===== src/rtl/torus_result_collector.sv =====
// -----------------------------------------------------------------------------
// torus_result_collector
//
// Captures the four row-0 result lanes of the CGRA torus array on a programmed
// cycle schedule, buffers each capture as one 4-lane FIFO entry and serializes
// the entries, lane 0 first, onto a DW-bit valid/ready stream for the host/DMA.
//
// Schedule: a start accepted in cycle T takes sample k (k = 0..N-1) in cycle
// T+1+offset+k*stride. A stride of 0 is treated as 1.
//
// Ports
//   clk            clock
//   rst_n          asynchronous active-low reset
//   start          one-cycle run request, honoured only while idle
//   cfg_offset     cycles from start to the first sample (latched on start)
//   cfg_stride     cycles between samples, 0 behaves as 1 (latched on start)
//   cfg_samples    number of samples N (latched on start)
//   data_in0..3    torus result lanes 0..3
//   m_data         stream word
//   m_valid        stream word valid
//   m_ready        downstream ready
//   m_last         marks the lane-3 word of the final emitted entry of a run
//   busy           run in progress (from T+1 through the done cycle)
//   done           one-cycle completion pulse
//   overflow       sticky per run: a sample was dropped because the FIFO was full
// -----------------------------------------------------------------------------
module torus_result_collector #(
    parameter int DW         = 16,
    parameter int FIFO_DEPTH = 8
) (
    input  logic          clk,
    input  logic          rst_n,
    input  logic          start,
    input  logic [15:0]   cfg_offset,
    input  logic [7:0]    cfg_stride,
    input  logic [15:0]   cfg_samples,
    input  logic [DW-1:0] data_in0,
    input  logic [DW-1:0] data_in1,
    input  logic [DW-1:0] data_in2,
    input  logic [DW-1:0] data_in3,
    output logic [DW-1:0] m_data,
    output logic          m_valid,
    input  logic          m_ready,
    output logic          m_last,
    output logic          busy,
    output logic          done,
    output logic          overflow
);

    localparam int AW = (FIFO_DEPTH > 1) ? $clog2(FIFO_DEPTH) : 1;
    localparam int EW = 4 * DW;

    typedef enum logic [1:0] {
        S_IDLE   = 2'd0,
        S_WAIT   = 2'd1,
        S_SAMPLE = 2'd2,
        S_DRAIN  = 2'd3
    } state_t;

    // -------------------------------------------------------------------------
    // Lane packing: entry bits [gi*DW +: DW] hold lane gi, both on the way in
    // (capture) and on the way out (serializer lane select).
    // -------------------------------------------------------------------------
    logic [DW-1:0] lane_in [4];
    logic [DW-1:0] ser_lane [4];
    logic [EW-1:0] sample_word;
    logic [EW-1:0] ser_entry_reg;

    assign lane_in[0] = data_in0;
    assign lane_in[1] = data_in1;
    assign lane_in[2] = data_in2;
    assign lane_in[3] = data_in3;

    generate
        for (genvar gi = 0; gi < 4; gi++) begin : g_lane
            assign sample_word[gi*DW +: DW] = lane_in[gi];
            assign ser_lane[gi]             = ser_entry_reg[gi*DW +: DW];
        end
    endgenerate

    // -------------------------------------------------------------------------
    // Control state
    // -------------------------------------------------------------------------
    state_t      state_reg,      state_next;
    logic [15:0] wait_cnt_reg,   wait_cnt_next;
    logic [7:0]  stride_m1_reg,  stride_m1_next;   // effective stride minus one
    logic [7:0]  stride_cnt_reg, stride_cnt_next;
    logic [15:0] left_reg,       left_next;        // samples still to take
    logic        overflow_reg,   overflow_next;
    logic        take;                              // a sample is due this cycle
    logic        done_int;

    // -------------------------------------------------------------------------
    // Sample FIFO: pointers carry one extra wrap bit to tell full from empty.
    // -------------------------------------------------------------------------
    logic [EW-1:0] mem [FIFO_DEPTH];
    logic [AW:0]   wr_ptr_reg;
    logic [AW:0]   rd_ptr_reg;
    logic          fifo_empty;
    logic          fifo_full;
    logic          fifo_wr;
    logic          fifo_pop;

    // -------------------------------------------------------------------------
    // Serializer
    // -------------------------------------------------------------------------
    logic       ser_valid_reg;
    logic [1:0] lane_reg;
    logic       fire;

    assign fifo_empty = (wr_ptr_reg == rd_ptr_reg);
    assign fifo_full  = (wr_ptr_reg[AW] != rd_ptr_reg[AW]) &&
                        (wr_ptr_reg[AW-1:0] == rd_ptr_reg[AW-1:0]);

    assign fire = ser_valid_reg && m_ready;

    // Refill when the serializer is empty, or as lane 3 leaves, so consecutive
    // entries stream back-to-back.
    assign fifo_pop = !fifo_empty &&
                      (!ser_valid_reg || (fire && (lane_reg == 2'd3)));

    // A pop in the same cycle frees the slot, so a full FIFO still accepts.
    assign fifo_wr = take && (!fifo_full || fifo_pop);

    // -------------------------------------------------------------------------
    // Next-state logic
    // -------------------------------------------------------------------------
    always_comb begin
        state_next      = state_reg;
        wait_cnt_next   = wait_cnt_reg;
        stride_m1_next  = stride_m1_reg;
        stride_cnt_next = stride_cnt_reg;
        left_next       = left_reg;
        overflow_next   = overflow_reg;
        take            = 1'b0;
        done_int        = 1'b0;

        case (state_reg)
            S_IDLE: begin
                if (start) begin
                    wait_cnt_next  = cfg_offset;
                    stride_m1_next = (cfg_stride == 8'd0) ? 8'd0 : (cfg_stride - 8'd1);
                    left_next      = cfg_samples;
                    overflow_next  = 1'b0;
                    state_next     = (cfg_samples == 16'd0) ? S_DRAIN : S_WAIT;
                end
            end

            S_WAIT: begin
                if (wait_cnt_reg == 16'd0) begin
                    take            = 1'b1;
                    left_next       = left_reg - 16'd1;
                    stride_cnt_next = stride_m1_reg;
                    state_next      = (left_reg == 16'd1) ? S_DRAIN : S_SAMPLE;
                end else begin
                    wait_cnt_next = wait_cnt_reg - 16'd1;
                end
            end

            S_SAMPLE: begin
                if (stride_cnt_reg == 8'd0) begin
                    take            = 1'b1;
                    left_next       = left_reg - 16'd1;
                    stride_cnt_next = stride_m1_reg;
                    state_next      = (left_reg == 16'd1) ? S_DRAIN : S_SAMPLE;
                end else begin
                    stride_cnt_next = stride_cnt_reg - 8'd1;
                end
            end

            S_DRAIN: begin
                if (fifo_empty && !ser_valid_reg) begin
                    done_int   = 1'b1;
                    state_next = S_IDLE;
                end
            end

            default: begin
                state_next = S_IDLE;
            end
        endcase

        // A dropped sample still consumed its slot in the schedule above.
        if (take && fifo_full && !fifo_pop) begin
            overflow_next = 1'b1;
        end
    end

    // -------------------------------------------------------------------------
    // Control registers
    // -------------------------------------------------------------------------
    always_ff @(posedge clk or negedge rst_n) begin
        if (!rst_n) begin
            state_reg      <= S_IDLE;
            wait_cnt_reg   <= '0;
            stride_m1_reg  <= '0;
            stride_cnt_reg <= '0;
            left_reg       <= '0;
            overflow_reg   <= 1'b0;
        end else begin
            state_reg      <= state_next;
            wait_cnt_reg   <= wait_cnt_next;
            stride_m1_reg  <= stride_m1_next;
            stride_cnt_reg <= stride_cnt_next;
            left_reg       <= left_next;
            overflow_reg   <= overflow_next;
        end
    end

    // -------------------------------------------------------------------------
    // FIFO storage (no reset, so it can map onto block RAM) and pointers
    // -------------------------------------------------------------------------
    always_ff @(posedge clk) begin
        if (fifo_wr) begin
            mem[wr_ptr_reg[AW-1:0]] <= sample_word;
        end
    end

    always_ff @(posedge clk or negedge rst_n) begin
        if (!rst_n) begin
            wr_ptr_reg <= '0;
            rd_ptr_reg <= '0;
        end else begin
            if (fifo_wr) begin
                wr_ptr_reg <= wr_ptr_reg + 1'b1;
            end
            if (fifo_pop) begin
                rd_ptr_reg <= rd_ptr_reg + 1'b1;
            end
        end
    end

    // -------------------------------------------------------------------------
    // Serializer: the registered FIFO read lands directly in the entry holder.
    // -------------------------------------------------------------------------
    always_ff @(posedge clk or negedge rst_n) begin
        if (!rst_n) begin
            ser_entry_reg <= '0;
            ser_valid_reg <= 1'b0;
            lane_reg      <= 2'd0;
        end else if (fifo_pop) begin
            ser_entry_reg <= mem[rd_ptr_reg[AW-1:0]];
            ser_valid_reg <= 1'b1;
            lane_reg      <= 2'd0;
        end else if (fire) begin
            if (lane_reg == 2'd3) begin
                ser_valid_reg <= 1'b0;
            end
            lane_reg <= lane_reg + 2'd1;
        end
    end

    // -------------------------------------------------------------------------
    // Outputs
    // -------------------------------------------------------------------------
    // The final word is lane 3 with nothing behind it: every sample has been
    // taken (DRAIN) and the FIFO is empty. Neither term can change while the
    // word is stalled, so m_last stays stable under backpressure.
    assign m_valid  = ser_valid_reg;
    assign m_data   = ser_lane[lane_reg];
    assign m_last   = ser_valid_reg && (lane_reg == 2'd3) && fifo_empty &&
                      (state_reg == S_DRAIN);
    assign busy     = (state_reg != S_IDLE);
    assign done     = done_int;
    assign overflow = overflow_reg;

endmodule

===== config.mk =====
export PLATFORM = sky130hd
export DESIGN_NAME = torus_result_collector
export DESIGN_NICKNAME = d
export VERILOG_FILES = /design/src/rtl/torus_result_collector.sv
export SDC_FILE = /design/constraint.sdc
export NUM_CORES = 1
export LEC_CHECK = 0
export ABC_CLOCK_PERIOD_IN_PS = 8600
export BUFFER_PORTS_ARGS = -buffer_cell sky130_fd_sc_hd__buf_2
export CAP_MARGIN = 20
export CELL_PAD_IN_SITES_DETAIL_PLACEMENT = 0
export CELL_PAD_IN_SITES_GLOBAL_PLACEMENT = 1
export CORE_ASPECT_RATIO = 1.5
export CORE_MARGIN = 2
export CORE_UTILIZATION = 40
export DETAILED_ROUTE_END_ITERATION = 7
export MAX_ROUTING_LAYER = met4
export PLACE_DENSITY = 0.64
export SYNTH_ARGS = -nofsm -noshare
export SYNTH_HDL_FRONTEND = slang
export SYNTH_SLANG_ARGS = --single-unit

===== constraint.sdc =====
create_clock -name clk -period 8.6 [get_ports clk]
set_clock_uncertainty 0.15 [all_clocks]
set_input_delay 1.72 -clock clk [delete_from_list [all_inputs] [get_ports clk]]
set_output_delay 1.72 -clock clk [all_outputs]
set_load 0.05 [all_outputs]

==> flow_summary.ini, run 1 <==
[floorplanning]
die-area_mm2 = 0.06616
die_y_um = 314.0
initial_core_util_pct = 40.47
fp.dieW_um = 210.7
pin_count = 129
num_rows = 113
core_area_mm2 = 0.06334

[power_and_ir_drop]
ir_drop_v = 0.0002822
total_power_w = 0.008540
p_leak_nw = 9.947
power_density_mw_per_mm2 = 290.8

[grt]
overflow = 0
grt_pass1_wl_um = 88620
antenna_found_initial = 6
grt_use_total_pct = 18.64
grt_max_degree = 110
grt_pass1_vias = 13887

[logic_synthesis]
yosysTopAreaCellShare_pct = 59.98
synth_area_leaders = edfxtp_1 60%, mux4_2 13%, dfrtp_1 12%
yosysTopAreaCell = edfxtp_1
synth.distinct_cells = 59
synth_flop_cell = edfxtp_1
synthCells = 1432
ys_ff_latch = 638
avgSynthCellArea_um2 = 17.90
synth-edff-count = 512
synth-seq-area-share_pct = 72.28
async_flop_share_pct = 19.75
syn_nets = 1554
syn-cell-area_mm2 = 0.02563
ys_warn_count = 0

[worst_hold_path]
hp-class = register to register
min_from = wr_ptr_reg[3]

[worst_setup_path]
crit_chain = xor2_1 > nor4b_1 > nand2_1 > nor2_1 > buf_2
critPathCapture = m_last
crit_arrival_ps = 3210
ff2ff_path_depth = 8
start_kind = register
cp_max_fo = 33
r2r-start = state_reg[1]
r2r-end = mem[7][12]
crit_path_end_kind = output port
critPathKind = register to output port
critPathLaunch = rd_ptr_reg[0]
worst_path_max_delay_cell = dfrtp_4
required_ps = 6730
regToRegSetupSlack_ps = 4160
max_stage_delay_ps = 870

[clock_tree]
cts-hold-fix-buffers = 0
postCtsSetupRepairBufs = 0
cts_resized = 0
cts-root-buf = clkbuf_16
tritoncts = done
htree_num_levels = 2
cts_sinks = 638
cts-buffers-inserted = 59
clkTransAtPathRegs_ps = 60
clk_path_buf_depth = 3
worstSkewPairLatency_ps = 620

[sta]
worst_pin_slew_ps = 962.4
fin_crit_sh_pct = 59.12
clock.fmax_ghz = 0.1967
rsz0062_at_grt = no
hold_viol_final = 0
timing.slew.headroom_pct = 34.94
setup_viol = 0
maxSlewViolCount = 0
fin_crit_ps = 5084

[detailed_routing]
firstDrtPassIters = 5
wl_per_cell_um = 24.07
drtIter0Drc = 960
vias = 13321
wl_um = 58520
ant_nets = 0
drc_errors = 0
viasPerCell = 5.480

[placed_design]
finalWeightedCongestion = 0.8131
place_hpwl_um = 35950
postPlaceCellArea_mm2 = 0.02724
numPortBuffers = 128

[final_layout]
final_cell_mix = 512 x edfxtp_1, 144 x mux4_2, 127 x buf_2, 123 x dfrtp_1, 92 x nor2_1
finalInstanceArea_mm2 = 0.02937
syn2layout_area_growth_pct = 14.57
largest_reg_flops = 512
drive_gt1_share_pct = 25.23
nNetsFinal = 1693
final_common_cell = edfxtp_1

[run]
maxCapViolCount = 0

[run_status]
outcome = complete, no violations
==> worst min path at each step <==
stage	end	slack [ps]	cells past startpoint
after global routing	wr_ptr_reg[3]	360	1
after detailed placement	wr_ptr_reg[3]	330	1
after CTS	wr_ptr_reg[3]	350	1
after floorplan	stride_m1_reg[6]	290	2
after global placement	wr_ptr_reg[3]	330	1
final	wr_ptr_reg[3]	340	1
==> worst max-delay path: cells and delay by family (launching register included) <==
family / cells / cell delay, ps
xor+xnor: 1 / 170
simple gates: 3 / 1250
flops: 1 / 870
buf+inv: 1 / 280
==> logic make-up (layout without fill, tap and decap cells) <==
family          after synthesis  after routing  share of synthesized area (%)
compound gates              181            181                          4.174
xor+xnor                     15             15                         0.5126
fa+ha+maj                    14             14                         0.6834
buf+inv                      98            287                          1.513
flops                       638            638                          72.28
mux                         220            220                          15.64
other cells                   0              5                              0
simple gates                266            266                          5.199
==> cells in the mapped netlist (all sizes together) (2+ instances only) <==
cell type / n
nor4b: 4
o311a: 2
inv: 18
clkbuf: 50
nand3: 23
dfrtp: 126
nor3b: 7
edfxtp: 512
nand4b: 6
mux2: 3
a21boi: 4
o211ai: 4
nor4: 22
and2: 3
nand2b: 7
a21o: 2
mux4: 144
a32oi: 2
nand2: 53
mux2i: 73
and3: 3
xnor2: 9
a211o: 4
o21ai: 40
nor2b: 2
nand4: 11
o32ai: 6
nand3b: 2
a2bb2oi: 2
o22a: 3
or3: 8
o22ai: 2
nor3: 15
a21oi: 90
a221o: 3
a211oi: 2
buf: 29
ha: 14
a31oi: 6
o31ai: 3
nor2: 94
xor2: 6
or4: 4
==> through the flow <==
step	utilization [%]	TNS, ps	cells	setup WS, ps	hold slack, ps
after floorplan	-	-284940	1432	-1084	291.8
after global placement	43.01	0	2313	3741	327.8
after detailed placement	43.01	0	2313	3683	327.4
after CTS	46.28	0	2424	3443	345.1
after global routing	46.36	0	2430	3208	362.5
final	46.36	0	2431	3516	340.1
==> metal layers <==
metal	GRT usage, %	wire, um
met5	-	0
met4	5.058	1364
met3	2.823	2400
met2	32.11	31010
met1	23.01	23750
==> report_power, final <==
group	internal (W)	switching, W
clock	0.00164	0.00114
sequential	0.00348	0.000247
combinational	0.000918	0.00111
==> cell type report <==
class / count / area, um^2
Inverter: 19 / 71.32
Clock inverter: 26 / 376.6
Fill cell: 5430 / 33970
Multi-Input combinational cell: 696 / 6774
Tap cell: 805 / 1007
Antenna cell: 5 / 12.51
Timing Repair Buffer: 157 / 888.4
Clock buffer: 85 / 1698
Sequential cell: 638 / 18540
(Power assumes the default switching activity.)
==> run 2: changes to the inputs <==
ABC_AREA = 1   (was not set)
ABC_CLOCK_PERIOD_IN_PS = 4100   (was 8600)
PLACE_DENSITY = 0.68   (was 0.64)
clock period = 4.1 ns   (was 8.6 ns; I/O delays follow)
==> run 2 against run 1 <==
Sequential share of layout area shrank 2.4 points; global-route usage grew 2.7 points; hold slack lost 220 ps; clock power grew 110%; critical path type unchanged.
==> flow_summary.ini, run 2 <==
[clock_tree]
cts-root-buf = clkbuf_16
clkTransAtPathRegs_ps = 70
htree_num_levels = 2
worstSkewPairLatency_ps = 630
cts_sinks = 638
tritoncts = done
cts-buffers-inserted = 60
clk_path_buf_depth = 3
cts-hold-fix-buffers = 0
postCtsSetupRepairBufs = 0
cts_resized = 0

[detailed_routing]
viasPerCell = 5.245
vias = 18411
firstDrtPassIters = 5
wl_per_cell_um = 20.37
drtIter0Drc = 1484
wl_um = 71520
drc_errors = 0
ant_nets = 0

[logic_synthesis]
avgSynthCellArea_um2 = 10.87
synth_area_leaders = edfxtp_1 57%, dfrtp_1 12%, nand2_1 8.4%
ys_ff_latch = 638
synth_flop_cell = edfxtp_1
synth-edff-count = 512
syn_nets = 2588
synthCells = 2466
synth.distinct_cells = 31
async_flop_share_pct = 19.75
synth-seq-area-share_pct = 69.15
yosysTopAreaCell = edfxtp_1
synth_common_cells = 602 x nand2_1, 512 x edfxtp_1, 324 x nor2_1
synth.most_common_cell = nand2_1
yosysTopAreaCellShare_pct = 57.38
ys_warn_count = 0
syn-cell-area_mm2 = 0.02679

[sta]
setup_viol = 0
hold_viol_final = 0
fin_crit_ps = 3859
rsz0062_at_grt = no
maxSlewViolCount = 0
fin_crit_sh_pct = 94.13
timing.slew.headroom_pct = 30.63
clock.fmax_ghz = 0.2591
worst_pin_slew_ps = 1041

[worst_setup_path]
required_ps = 3130
r2r-start = lane_reg[1]
cpLargestDelayFamily = buffers and inverters
r2r-end = mem[3][50]
worst_path_max_delay_cell = inv_1
start_kind = register
max_stage_delay_ps = 730
critPathKind = register to output port
path_buf_inv = 3
ff2ff_path_depth = 8
cp_max_fo = 33
regToRegSetupSlack_ps = 680
crit_arrival_ps = 2890
crit_path_end_kind = output port
crit_chain = buf_4 > inv_1 > o21ai_0 > o22ai_1 > buf_2

[placed_design]
finalWeightedCongestion = 0.8811
place_hpwl_um = 43260
dp_cells = 3388
numPortBuffers = 128

[floorplanning]
initial_core_util_pct = 40.31
pin_count = 129
fp.dieW_um = 215.3
num_rows = 116
core_area_mm2 = 0.06647
die-area_mm2 = 0.06911
die_y_um = 321.0

[grt]
grt_pass1_wl_um = 109100
grt_use_total_pct = 21.30
antenna_found_initial = 8
grt_pass1_vias = 18293
overflow = 0
grt_max_degree = 182

[final_layout]
syn2layout_area_growth_pct = 13.93
fillers = 6276
multi_input_area_mm2 = 0.007258
regArea_mm2 = 0.01853
nNetsFinal = 2687
largest_reg_flops = 512
layout.cells.non_filler = 3510
drive_gt1_share_pct = 11.23
final_common_cell = nand2_1
final_cell_mix = 602 x nand2_1, 512 x edfxtp_1, 315 x nor2_1, 240 x o21ai_0, 220 x nand3_1

[power_and_ir_drop]
ir_drop_v = 0.0005616
total_power_w = 0.02148
power_density_mw_per_mm2 = 703.8
p_leak_nw = 11.62

[run]
maxCapViolCount = 0

[worst_hold_path]
hp-class = input pin to asynchronous set/reset pin

[run_status]
outcome = complete, no violations
run 2: per-stage QoR:
| stage | util (%) | worst slack (ps) | setup TNS, ps | instance area [um^2] | hold slack (ps) |
|---|---|---|---|---|---|
| after detailed placement | 42.74 | 677.2 | 0 | 28410 | 317.7 |
| after floorplan | - | -694.1 | -266070 | 26800 | 293.8 |
| after global placement | 42.74 | 722.7 | 0 | 28410 | 308.0 |
| after global routing | 45.92 | 13.81 | 0 | 30530 | 187.5 |
| final | 45.92 | 240.8 | 0 | 30530 | 117.9 |
| after CTS | 45.89 | 229.4 | 0 | 30510 | 182.6 |
run 2: layer usage:
metal | up-vias | share of wire [%] | GRT usage (%)
met5 | - | 0 | -
met4 | 0 | 3.0 | 7.096
met3 | 107 | 5.1 | 3.546
met2 | 486 | 51 | 36.52
met1 | 9082 | 41 | 25.59
li1 | 8736 | - | -
run 2: logic make-up after synthesis:
| group | count (synthesis) | synth area share [%] |
|---|---|---|
| buffers and inverters | 260 | 4.011 |
| adders and majority gates | 14 | 0.6538 |
| AOI/OAI and AO/OA | 361 | 7.836 |
| and+or+nand+nor | 1178 | 17.86 |
| xor gates and xnor gates | 15 | 0.4903 |
| DFF | 638 | 69.15 |
run 2: worst max path at each step:
stage	start	end	cells past startpoint
2_1_floorplan	m_ready	mem[0][0]	6
3_3_place_gp	m_ready	mem[3][12]	8
3_5_place_dp	m_ready	mem[3][12]	8
4_1_cts	lane_reg[0]	m_data[8]	5
5_1_grt	lane_reg[0]	m_data[2]	5
6_report	lane_reg[0]	m_data[5]	5
run 2: area by class of cell:
class / count / share of cell area (%)
multi-input combinational: 1568 / 23.78
timing repair buffer: 168 / 3.349
clock buffer: 88 / 6.082
sequential: 638 / 60.71
inverter: 129 / 1.607
antenna: 8 / 0.06558
clock inverter: 26 / 0.7828
tap: 885 / 3.627
run 2: where the power goes:
part           switching [W]  internal (W)  leakage, nW  total, W
clock network        0.00245       0.00334         1.01   0.00579
logic                0.00533       0.00205         4.44   0.00738
registers           0.000678       0.00764         6.16   0.00831
run 2: worst register-to-register path, cell delays in order (launching register included):
cell	delay, ps
dfrtp_1	670
ha_1	270
nand2_1	80
nand2_1	180
a21oi_1	60
nand3b_1	290
nand4_1	390
nor2_4	700
buf_12	280
==> run 3: changes to the inputs <==
CORE_UTILIZATION = 44   (was 40)
CTS_CLUSTER_DIAMETER = 100   (was not set)
PLACE_DENSITY = 0.78   (was 0.68)
==> run 3 against run 2 <==
Die area decreased by 9.0%; hold slack worse by 38 ps; register-to-register slack gained 220 ps; via count increased by 0.98%; routed wire length decreased by 5.9%; sequential share of layout area rose by 0.30 points; cell area is 0.49% lower; total power shrank 0.91%; first-iteration DRC count fell by 1.3%; global-route usage is 0.86 points higher; cell count shrank 3.2%; critical endpoint unchanged; largest cell class unchanged.
==> flow_summary.ini, run 3 (synthesis results as in run 2) <==
[detailed_routing]
wl_um = 67300
dr_wl_met2_um = 34960
wl_per_cell_um = 19.81
firstDrtPassIters = 5
wl_met1_um = 26660
wl_met3_um = 3691
highest_layer = met4
ant_nets = 0
drtIter0Drc = 1464
drc_errors = 0
vias = 18591
viasPerCell = 5.471

[worst_setup_path]
critPathKind = register to output port
ff2ff_path_depth = 8
worst_path_max_delay_cell = inv_1
cpLargestDelayFamily = buffers and inverters
crit_chain = buf_4 > inv_1 > o21ai_0 > o22ai_1 > buf_2
r2r-end = mem[0][16]
cp_max_fo = 35
required_ps = 3130
max_stage_delay_ps = 630
crit_path_end_kind = output port
path_buf_inv = 3
crit_arrival_ps = 2680
start_kind = register
r2r-start = lane_reg[1]
critPathCapture = m_data[5]
critPathLaunch = lane_reg[0]
regToRegSetupSlack_ps = 900
worst-path-stages = 5

[grt]
antenna_found_initial = 6
grt_pass1_vias = 18505
grt_pass1_wl_um = 104300
overflow = 0
grt_use_total_pct = 22.16
grt_max_degree = 180

[sta]
fin_crit_ps = 3645
timing.hold.ws_ps = 80.07
timing.slew.headroom_pct = 35.93
fin_crit_sh_pct = 88.91
rsz0062_at_grt = no
hold_viol_final = 0
worst_pin_slew_ps = 961.1
clock.fmax_ghz = 0.2743
maxSlewViolCount = 0
setup_viol = 0
setup_slack_ps = 454.6
tns_ps = 0

[clock_tree]
cts-root-buf = clkbuf_16
clkTransAtPathRegs_ps = 70
postCtsSetupRepairBufs = 0
tritoncts = done
cts-hold-fix-buffers = 0
cts-buffers-inserted = 58
cts_resized = 0
worstSkewPairLatency_ps = 620
cts_sinks = 638
clk_path_buf_depth = 3
htree_num_levels = 2

[final_layout]
syn2layout_area_growth_pct = 13.37
final_common_cell = nand2_1
fillers = 5238
largest_reg_flops = 512
finalInstanceArea_mm2 = 0.03038
nNetsFinal = 2682
drive_gt1_share_pct = 11.19
final_cell_mix = 602 x nand2_1, 512 x edfxtp_1, 315 x nor2_1, 240 x o21ai_0, 220 x nand3_1

[placed_design]
place_ws_ps = 839.5
place_hpwl_um = 40930
postPlaceCellArea_mm2 = 0.02834
numPortBuffers = 128
finalWeightedCongestion = 0.9009

[floorplanning]
initial_core_util_pct = 44.55
num_rows = 110
fp.dieW_um = 205.5
core_area_mm2 = 0.06015
die_y_um = 306.2
die-area_mm2 = 0.06292
pin_count = 129

[power_and_ir_drop]
p_int_w = 0.01297
p_seq_share_pct = 39.3
clkPwrFrac_pct = 26.8
switchingPower_w = 0.008323
power_density_mw_per_mm2 = 700.8
comb_power_share_pct = 33.8
ir_drop_v = 0.0008225
switching_share_pct = 39.10
p_leak_nw = 11.59
total_power_w = 0.02129

[worst_hold_path]
hp-class = input pin to asynchronous set/reset pin

[run_status]
outcome = complete, no violations

[run]
maxCapViolCount = 0
[run 3: changes by cell type in the layout (fill, tap and decap cells not counted), moves of 2 or more]
| cell | delta |
|---|---|
| bufinv_16 | +6 |
| diode_2 | -4 |
| inv_6 | +2 |
| buf_4 | -9 |
| inv_4 | -2 |
| clkinv_4 | +2 |
| clkinv_2 | +4 |
| clkbuf_8 | -2 |
| clkbuf_1 | -4 |
| clkbuf_16 | -10 |
| buf_12 | +6 |
[run 3: metal layers]
layer | vias to the layer above | track usage [%]
met5 | - | -
met1 | 9160 | 26.67
met4 | 0 | 7.479
met2 | 582 | 38.40
met3 | 124 | 2.753
li1 | 8725 | -
[run 3: cell type report]
type / count / area, um^2 / share of cell area [%]
clock inverter: 38 / 465.4 / 1.532
antenna: 4 / 10.01 / 0.03295
timing repair buffer: 165 / 1075 / 3.538
inverter: 129 / 490.5 / 1.615
multi-input combinational: 1568 / 7258 / 23.89
clock buffer: 72 / 1564 / 5.149
sequential: 638 / 18530 / 61.01
tap: 784 / 980.9 / 3.229
[run 3: how the worst min path moves through the flow]
stage,cells after the start,slack (ps),start,end
finish,1,80,rst_n,left_reg[9]
CTS,1,130,rst_n,m_valid
global route,1,140,rst_n,left_reg[9]
detailed placement,2,320,ser_entry_reg[25],ser_entry_reg[25]
floorplan,2,290,ser_entry_reg[32],ser_entry_reg[32]
global placement,2,320,ser_entry_reg[25],ser_entry_reg[25]
[run 3: per-stage QoR]
stage               cells  utilization [%]
floorplan            2466                -
global placement     3284            47.11
detailed placement   3284            47.11
CTS                  3394            50.49
global route         3398            50.51
finish               3398            50.51
[run 3: power groups by stage]
stage | Sequential (W) | Combinational [W] | Clock (W)
2_1_floorplan | 0.00808 | 0.00537 | 0
3_3_place_gp | 0.00848 | 0.00705 | 0
3_5_place_dp | 0.00848 | 0.00721 | 0
4_1_cts | 0.00836 | 0.00725 | 0.00582
5_1_grt | 0.00842 | 0.00812 | 0.00605
6_report | 0.00837 | 0.00721 | 0.00571
[run 3: worst reg2reg max path, cell delays in order, from the launching register on]
cell      delay (ps)
dfrtp_1          590
ha_1             320
nand2_1           70
nand2_1          140
a21oi_1           60
nand3b_1         260
nand4_1          440
nor2_4           200
buf_4            540
